<file path="src/rtl/bam_pkg.sv">
// bam_pkg: shared types and helpers for the broken-array multiplier family.
//   bam_state_e  : control state of the sequential multiplier
//   hw_width(n)  : width of a horizontal cut able to express 0..n
//   vw_width(n)  : width of a vertical cut able to express 0..2n-1
//   row_width(n) : width of a row index 0..n-1
//   bam_ref(...) : untimed golden model of the approximate product
package bam_pkg;

  typedef enum logic [1:0] {
    IDLE = 2'd0,
    CALC = 2'd1,
    DONE = 2'd2
  } bam_state_e;

  function automatic int hw_width(input int n);
    return $clog2(n + 1);
  endfunction

  function automatic int vw_width(input int n);
    return $clog2(2 * n);
  endfunction

  function automatic int row_width(input int n);
    return (n > 2) ? $clog2(n) : 1;
  endfunction

  // Sum of every partial-product bit a[j]&b[i] that survives both cuts.
  function automatic logic [63:0] bam_ref(input int n, input logic [31:0] a,
                                          input logic [31:0] b, input int h,
                                          input int v);
    logic [63:0] s;
    s = '0;
    for (int i = 0; i < n; i++)
      for (int j = 0; j < n; j++)
        if (i >= h && (i + j) >= v && a[j] && b[i])
          s = s + (64'd1 << (i + j));
    return s;
  endfunction

endpackage

</file>
<file path="src/rtl/bam_row_mask.sv">
// bam_row_mask: one partial-product row with the vertical cut applied.
//   a      [N]  multiplicand
//   b_bit  [1]  multiplier bit selecting this row
//   row    [RW] row index (weight of b_bit)
//   v_cut  [VW] columns below this weight are dropped
//   m      [N]  masked row, bit j has weight row+j
module bam_row_mask #(
  parameter int N  = 8,
  parameter int RW = 3,
  parameter int VW = 4
) (
  input  logic [N-1:0]  a,
  input  logic          b_bit,
  input  logic [RW-1:0] row,
  input  logic [VW-1:0] v_cut,
  output logic [N-1:0]  m
);

  // One extra bit so row+j never wraps before the compare.
  localparam int CW = VW + 1;

  for (genvar j = 0; j < N; j++) begin : g_bit
    logic [CW-1:0] col;
    assign col  = CW'(row) + CW'(j);
    assign m[j] = a[j] & b_bit & (col >= CW'(v_cut));
  end

endmodule

</file>
<file path="src/rtl/seq_bam_mul.sv">
// seq_bam_mul: sequential broken-array unsigned multiplier, one row per cycle.
//   clk, rst_n           clock / async active-low reset
//   in_valid, in_ready   operand bundle handshake (a, b, h_cut, v_cut)
//   a, b      [N]        unsigned operands
//   h_cut     [HW]       rows b[i] with i < h_cut are skipped
//   v_cut     [VW]       bits with weight i+j < v_cut are dropped
//   out_valid, out_ready result handshake
//   p         [2N]       approximate product
module seq_bam_mul
  import bam_pkg::*;
#(
  parameter int N  = 8,
  parameter int HW = hw_width(N),
  parameter int VW = vw_width(N)
) (
  input  logic          clk,
  input  logic          rst_n,
  input  logic          in_valid,
  output logic          in_ready,
  input  logic [N-1:0]  a,
  input  logic [N-1:0]  b,
  input  logic [HW-1:0] h_cut,
  input  logic [VW-1:0] v_cut,
  output logic          out_valid,
  input  logic          out_ready,
  output logic [2*N-1:0] p
);

  localparam int RW = row_width(N);

  bam_state_e     state_q, state_d;
  logic [N-1:0]   a_q, b_q;
  logic [VW-1:0]  v_q;
  logic [RW-1:0]  row_q;
  logic [2*N-1:0] acc_q;
  logic [N-1:0]   row_bits;
  logic           accept, last_row, full_cut;

  assign accept   = in_valid && in_ready;
  assign last_row = (row_q == RW'(N - 1));
  assign full_cut = (h_cut >= HW'(N));

  bam_row_mask #(.N(N), .RW(RW), .VW(VW)) u_mask (
    .a     (a_q),
    .b_bit (b_q[row_q]),
    .row   (row_q),
    .v_cut (v_q),
    .m     (row_bits)
  );

  // State register
  always_ff @(posedge clk or negedge rst_n) begin
    if (!rst_n) state_q <= IDLE;
    else        state_q <= state_d;
  end

  // Next state
  always_comb begin
    state_d = state_q;
    case (state_q)
      IDLE: if (accept) state_d = full_cut ? DONE : CALC;
      CALC: if (last_row) state_d = DONE;
      DONE: begin
        // A bundle arriving with the drain is taken in the same edge.
        if (accept)         state_d = full_cut ? DONE : CALC;
        else if (out_ready) state_d = IDLE;
      end
      default: state_d = IDLE;
    endcase
  end

  // Outputs; in_ready is forced low while reset is held.
  always_comb begin
    in_ready  = rst_n && ((state_q == IDLE) || (state_q == DONE && out_ready));
    out_valid = (state_q == DONE);
    p         = acc_q;
  end

  // Datapath: operands captured at accept, one row accumulated per CALC cycle.
  always_ff @(posedge clk or negedge rst_n) begin
    if (!rst_n) begin
      a_q   <= '0;
      b_q   <= '0;
      v_q   <= '0;
      row_q <= '0;
      acc_q <= '0;
    end else if (accept) begin
      a_q   <= a;
      b_q   <= b;
      v_q   <= v_cut;
      // Truncation is harmless: a full cut never visits CALC.
      row_q <= h_cut[RW-1:0];
      acc_q <= '0;
    end else if (state_q == CALC) begin
      acc_q <= acc_q + ({{N{1'b0}}, row_bits} << row_q);
      if (!last_row) row_q <= row_q + RW'(1);
    end
  end

endmodule

</file>
<file path="config.mk">
export PLATFORM = sky130hd
export DESIGN_NAME = seq_bam_mul
export DESIGN_NICKNAME = d
export VERILOG_FILES = /design/src/rtl/bam_pkg.sv /design/src/rtl/bam_row_mask.sv /design/src/rtl/seq_bam_mul.sv
export SDC_FILE = /design/constraint.sdc
export NUM_CORES = 1
export LEC_CHECK = 0
export CORE_ASPECT_RATIO = 0.9
export CORE_MARGIN = 4
export CORE_UTILIZATION = 61
export DETAILED_ROUTE_END_ITERATION = 10
export GPL_TIMING_DRIVEN = 0
export MAX_ROUTING_LAYER = met4
export PLACE_DENSITY = 0.95
export SLEW_MARGIN = 15
export SYNTH_ARGS = -nofsm -noshare
export SYNTH_HDL_FRONTEND = slang
export SYNTH_SLANG_ARGS = --single-unit
</file>
<file path="constraint.sdc">
create_clock -name clk -period 8.3 [get_ports clk]
set_input_delay 0.83 -clock clk [delete_from_list [all_inputs] [get_ports clk]]
set_output_delay 0.83 -clock clk [all_outputs]
set_load 0.05 [all_outputs]
</file>
==> reports/results.ini, run 1 <==
[critical_path]
crit_arrival_ns=5.32
critPathLaunchType=register
crit_family=compound AO/OA/AOI/OAI gates
end_kind=register
crit_chain=inv_2 -> clkbuf_1 -> ha_1 -> ha_1 -> a21bo_1 -> a2111oi_1 -> nand2_1 -> a21oi_2 -> mux2i_1 -> a21oi_1 -> ha_1 -> o211ai_1 -> a21oi_1 -> o311a_1 -> o21a_1 -> o21a_1 -> o31ai_1
crit_buf_inv=2
crit_path_top_delay_cell=clkbuf_1
max_stage_delay_ns=0.62
timing.critical_path.mode_cell=ha_1
cp.required_ns=8.51
crit_type=register to register
cp_max_fo=14

[power]
peakVddDrop_uv=229
power_w=0.00165
p_leak_nw=2.05
powerDensity_nw_per_um2=400

[die]
dieArea_um2=6990
coreArea_um2=5380
die_w_um=87.7
die_y_um=79.7
ios=46
start_util=0.648
rows=25

[global_route]
grt_overflow=0
grt_max_degree=33
antenna_found_initial=0
grt_pass1_vias=3455
track_usage=0.299
grt_first_pass_wirelength_mm=16.0

[timing]
slew_headroom=0.466
tightestPinTransition_ns=0.801
drv_slew=0
grt_setup_unrepaired=false
fin_crit_ns=5.10
setup_viol=0
hold_violations=0
post-route-period-util=0.615
fin_tns_setup_ns=0
skew_ns=0.00972
fmax_mhz=196

[cells_and_area]
diodes=0
layout-drive-gt1-share=0.0640
fillers=391
area_delta_synth_final_pct=18.3
layout_common_cells=73 x nand2_1, 45 x ha_1, 44 x clkdlybuf4s50_1, 41 x dfrtp_1
seq_area_um2=1030
multiInputGateArea_um2=2310
final_common_cell=nand2_1
layout.nets=542

[placed_design]
place_hpwl_mm=7.09
routabilityCongestion=1.03
portBuffers=45

[clocking]
h-tree-depth=2
cts_buffers=5
clk_latency_ns=0.31
cts_resized=0
clock-sinks=41
clock_path_buffers=2
postCtsHoldBufs=0
post_cts_buffers=0
clkTransAtPathRegs_ns=0.09
root_buffer=clkbuf_8
cts_tree=done

[routing]
vias=3344
via_per_inst=6.24
drt-total-wl_mm=9.31
first_pass_iters=7
wire_per_inst_um=17.4
drtIter0Drc=281
drc_errors=0
ant_nets=0

[flow_run]
maxCapViolations=0

[yosys]
syn-cell-area_um2=3490
seq_area_frac_synth=0.294
async_flop_share=1.00
yosys_warnings=0
synth_cells=415
synth_top_area_cell=dfrtp_1
syn-num-nets=489
ys_seq_elements=41
synth_top_area_share=0.294
ys_types=63
synth_area_leaders=dfrtp_1 29%, ha_1 16%, nand2_1 7.9%
synth_edf_count=0
avgSynthCellArea_um2=8.40
ys.flop_type=dfrtp_1

[hold_path]
hold_class=input pin to async pin

[outcome]
outcome=finished, final reports clean

[stage by stage]
| stage | area [µm²] | hold WS (ns) | utilization | setup WS, ns | std cells |
|---|---|---|---|---|---|
| 3_3_place_gp | 4020 | 0.457 | 0.747 | 3.41 | 527 |
| 5_1_grt | 4130 | 0.400 | 0.767 | 2.89 | 536 |
| 6_report | 4130 | 0.400 | 0.767 | 3.20 | 536 |
| 3_5_place_dp | 4040 | 0.471 | 0.750 | 3.36 | 528 |
| 4_1_cts | 4130 | 0.400 | 0.767 | 3.29 | 536 |
| 2_1_floorplan | 3490 | 0.438 | - | 4.14 | 415 |
[power by group]
| part | internal, W | total, W | switching, W | leakage (nW) |
|---|---|---|---|---|
| clock | 0.0000599 | 0.000143 | 0.0000835 | 0.0445 |
| sequential | 0.000283 | 0.000369 | 0.0000868 | 0.530 |
| combinational | 0.000431 | 0.00114 | 0.000707 | 1.47 |
[cell type report]
| type | count | share of cell area |
|---|---|---|
| plain buffers | 19 | 0.0185 |
| clock buffers | 5 | 0.0167 |
| inverters | 19 | 0.0173 |
| well taps | 67 | 0.0203 |
| clock inverters | 3 | 0.00516 |
| flip-flops and latches | 41 | 0.249 |
| repair buffers | 46 | 0.113 |
| multi-input cells | 336 | 0.561 |
[worst reg2reg max path, cell delays in order, from the launching register on]
cell and delay (ns):
dfrtp_1 0.55, inv_2 0.16, clkbuf_1 0.62, ha_1 0.40, ha_1 0.29, a21bo_1 0.21, a2111oi_1 0.47, nand2_1 0.17
a21oi_2 0.22, mux2i_1 0.14, a21oi_1 0.29, ha_1 0.32, o211ai_1 0.12, a21oi_1 0.09, o311a_1 0.40, o21a_1 0.20
o21a_1 0.17, o31ai_1 0.20
[flip-flops by register name, summed over array words and instances, names as in the netlist]
signal,cells
a_q,8
b_q,8
state_q,2
row_q,3
v_q,4
p,16
[layer usage]
| layer | up-vias | global-route usage | wire length, µm |
|---|---|---|---|
| met1 | 1544 | 0.390 | 4130 |
| met5 | - | - | 0 |
| met4 | 0 | 0.121 | 280 |
| met2 | 171 | 0.464 | 4240 |
| li1 | 1600 | - | - |
| met3 | 29 | 0.0485 | 668 |
[synth_stat cells (all sizes together), types with 2 or more instances]
master,count
dfrtp,41
mux4,2
nor2b,4
o21ai,26
xor2,8
nand2,73
a21o,12
a211o,3
xnor2,4
a22oi,2
nand3,23
nand2b,5
mux2i,8
and3,6
a2111oi,3
a21oi,22
a2111o,3
or2,3
a31oi,2
a21bo,2
and2,7
nand4,3
o211ai,3
buf,7
a211oi,2
nor3,15
clkbuf,12
ha,45
o21a,6
nor2,21
o31ai,3
inv,19
[kinds of logic after synthesis]
family / count (synthesis) / synth area share
and+or+nand+nor: 165 / 0.219
xor gates and xnor gates: 12 / 0.0302
adders and majority gates: 46 / 0.167
buffers and inverters: 38 / 0.0424
AOI/OAI and AO/OA: 103 / 0.211
muxes: 10 / 0.0359
DFF: 41 / 0.294
[worst paths after layout]
check | start | to | slack [ns] | cells past startpoint
max reg2reg | row_q[1] | p[10] | 3.20 | 17
max in group asynchronous | rst_n | p[2] | 7.44 | 2
min in group clk | p[15] | p[15] | 0.48 | 1
max | row_q[1] | p[10] | 3.20 | 17
min | rst_n | v_q[3] | 0.40 | 1
min reg2reg | p[15] | p[15] | 0.48 | 1
Note: power is estimated with default switching activity, not from simulation.
==> run 2: changes to the inputs <==
--- a/config.mk
+++ b/config.mk
@@ -7,11 +7,11 @@
 export LEC_CHECK = 0
 export CORE_ASPECT_RATIO = 0.9
 export CORE_MARGIN = 4
-export CORE_UTILIZATION = 61
+export CORE_UTILIZATION = 56
 export DETAILED_ROUTE_END_ITERATION = 10
 export GPL_TIMING_DRIVEN = 0
 export MAX_ROUTING_LAYER = met4
-export PLACE_DENSITY = 0.95
+export PLACE_DENSITY = 0.9
 export SLEW_MARGIN = 15
 export SYNTH_ARGS = -nofsm -noshare
 export SYNTH_HDL_FRONTEND = slang
==> constraint.sdc (replaced) <==
create_clock -name clk -period 4.85 [get_ports clk]
set_input_delay 0.485 -clock clk [delete_from_list [all_inputs] [get_ports clk]]
set_output_delay 0.485 -clock clk [all_outputs]
set_load 0.05 [all_outputs]
==> run 2 against run 1 <==
Register-to-register slack worse by 3.0 ns. Non-clock buffer count stayed put. Sequential power increased by 73%. Critical path type unchanged. Highest routed layer unchanged. Critical path depth is the same. Largest power group unchanged. Combinational power is 74% higher. Count of clock-buffer cells in the layout unchanged. Sequential cell count did not move.
==> reports/results.ini, run 2 (synthesized netlist as in run 1, its figures left out) <==
[routing]
first_pass_iters=5
wire_per_inst_um=17.6
ant_nets=0
vias=3342
drtIter0Drc=362
via_per_inst=6.20
drc_errors=0
drt-total-wl_mm=9.46

[power]
p_leak_nw=2.06
clockPowerShare=0.088
power_frac_comb=0.691
peakVddDrop_uv=324
power_w=0.00287
swShare=0.535
internal_power_w=0.00134
power_frac_seq=0.222
powerDensity_nw_per_um2=692
switching_power_w=0.00154

[placed_design]
place_hpwl_mm=7.24
portBuffers=45
detailed_place.area_um2=4050
routabilityCongestion=0.939

[cells_and_area]
seq_area_um2=1030
layout_common_cells=73 x nand2_1, 45 x ha_1, 44 x clkdlybuf4s50_1, 39 x dfrtp_1
area_delta_synth_final_pct=19.2
fillers=452
finish.instance_area_um2=4160
multiInputGateArea_um2=2320
layout.nets=542
largest_reg_flops=16
diodes=0
layout-drive-gt1-share=0.0768
final_common_cell=nand2_1

[critical_path]
crit_type=register to register
crit_arrival_ns=4.81
critPathLaunch=row_q[1]
r2r_slack_ns=0.21
end_kind=register
cp.required_ns=5.02
critPathLaunchType=register
cp_max_fo=14
timing.rr.start=row_q[1]

[timing]
post-route-period-util=0.957
fmax_mhz=215
hold_violations=0
skew_ns=0.00965
setup_viol=0
slew_headroom=0.572
tightestPinTransition_ns=0.625
drv_slew=0
grt_setup_unrepaired=false
fin_crit_ns=4.64

[global_route]
grt_pass1_vias=3276
track_usage=0.262
antenna_found_initial=0
grt_max_degree=23
grt_first_pass_wirelength_mm=15.9
grt_overflow=0

[clocking]
cts_tree=done
cts_resized=2
root_buffer=clkbuf_8
clkTransAtPathRegs_ns=0.10
clock_path_buffers=2
postCtsHoldBufs=0
h-tree-depth=2
clk_latency_ns=0.31
clock-sinks=41
post_cts_buffers=0
cts_buffers=5

[die]
rows=26
ios=46
die_y_um=82.9
start_util=0.595
die_w_um=91.2
dieArea_um2=7550
coreArea_um2=5860

[outcome]
outcome=finished, final reports clean

[flow_run]
maxCapViolations=0

[hold_path]
hold_class=input pin to async pin

run 2: power by group through the flow:
stage                     Sequential (W)  Combinational [W]  Clock (W)
final                           0.000637            0.00198   0.000252
after detailed placement        0.000637            0.00190          0
after CTS                       0.000630            0.00192   0.000251
after global routing            0.000655            0.00215   0.000272
after global placement          0.000625            0.00181          0
after floorplan                 0.000753            0.00126          0
run 2: area by class of cell:
cell class / instances / share of cell area
buffer: 19 / 0.0190
timing repair buffer: 46 / 0.114
clock buffer: 5 / 0.0166
clock inverter: 3 / 0.00602
inverter: 19 / 0.0172
sequential: 41 / 0.247
tap: 70 / 0.0211
multi-input combinational: 336 / 0.559
run 2: path summary, 6_finish.rpt:
kind	to	cells after the start
max	p[14]	17
min	p[2]	1
max reg2reg	p[14]	17
min reg2reg	p[15]	1
max in group asynchronous	row_q[2]	2
min in group clk	p[15]	1
run 2: critical path, stage by stage (launching register included):
cell and delay (ns):
dfrtp_2 0.51, inv_2 0.12, clkbuf_2 0.36, ha_1 0.35, ha_1 0.30, a21bo_1 0.23
a2111oi_2 0.42, nand2_1 0.13, a21oi_2 0.21, mux2i_1 0.14, a21oi_1 0.27, ha_1 0.32
o211ai_1 0.10, a21oi_1 0.09, o311a_1 0.41, a31o_1 0.24, mux2i_1 0.17, o311ai_1 0.12
run 2: through the flow:
| step | cells | util | setup TNS [ns] | hold WS, ns | setup slack [ns] |
|---|---|---|---|---|---|
| after detailed placement | 531 | 0.691 | -0.317 | 0.466 | -0.163 |
| after floorplan | 415 | - | 0 | 0.189 | 0.686 |
| after global placement | 530 | 0.687 | -0.0528 | 0.454 | -0.0330 |
| after CTS | 539 | 0.707 | 0 | 0.175 | 0.0980 |
| final | 539 | 0.710 | 0 | 0.159 | 0.209 |
| after global routing | 539 | 0.710 | 0 | 0.198 | 0.0310 |
run 2: layer usage:
metal  part of all wire  up-vias  track usage
li1                   -     1593            -
met1               0.44     1556        0.360
met2               0.46      163        0.402
met3              0.081       30       0.0335
met4              0.025        0       0.0890
met5                  0        -            -
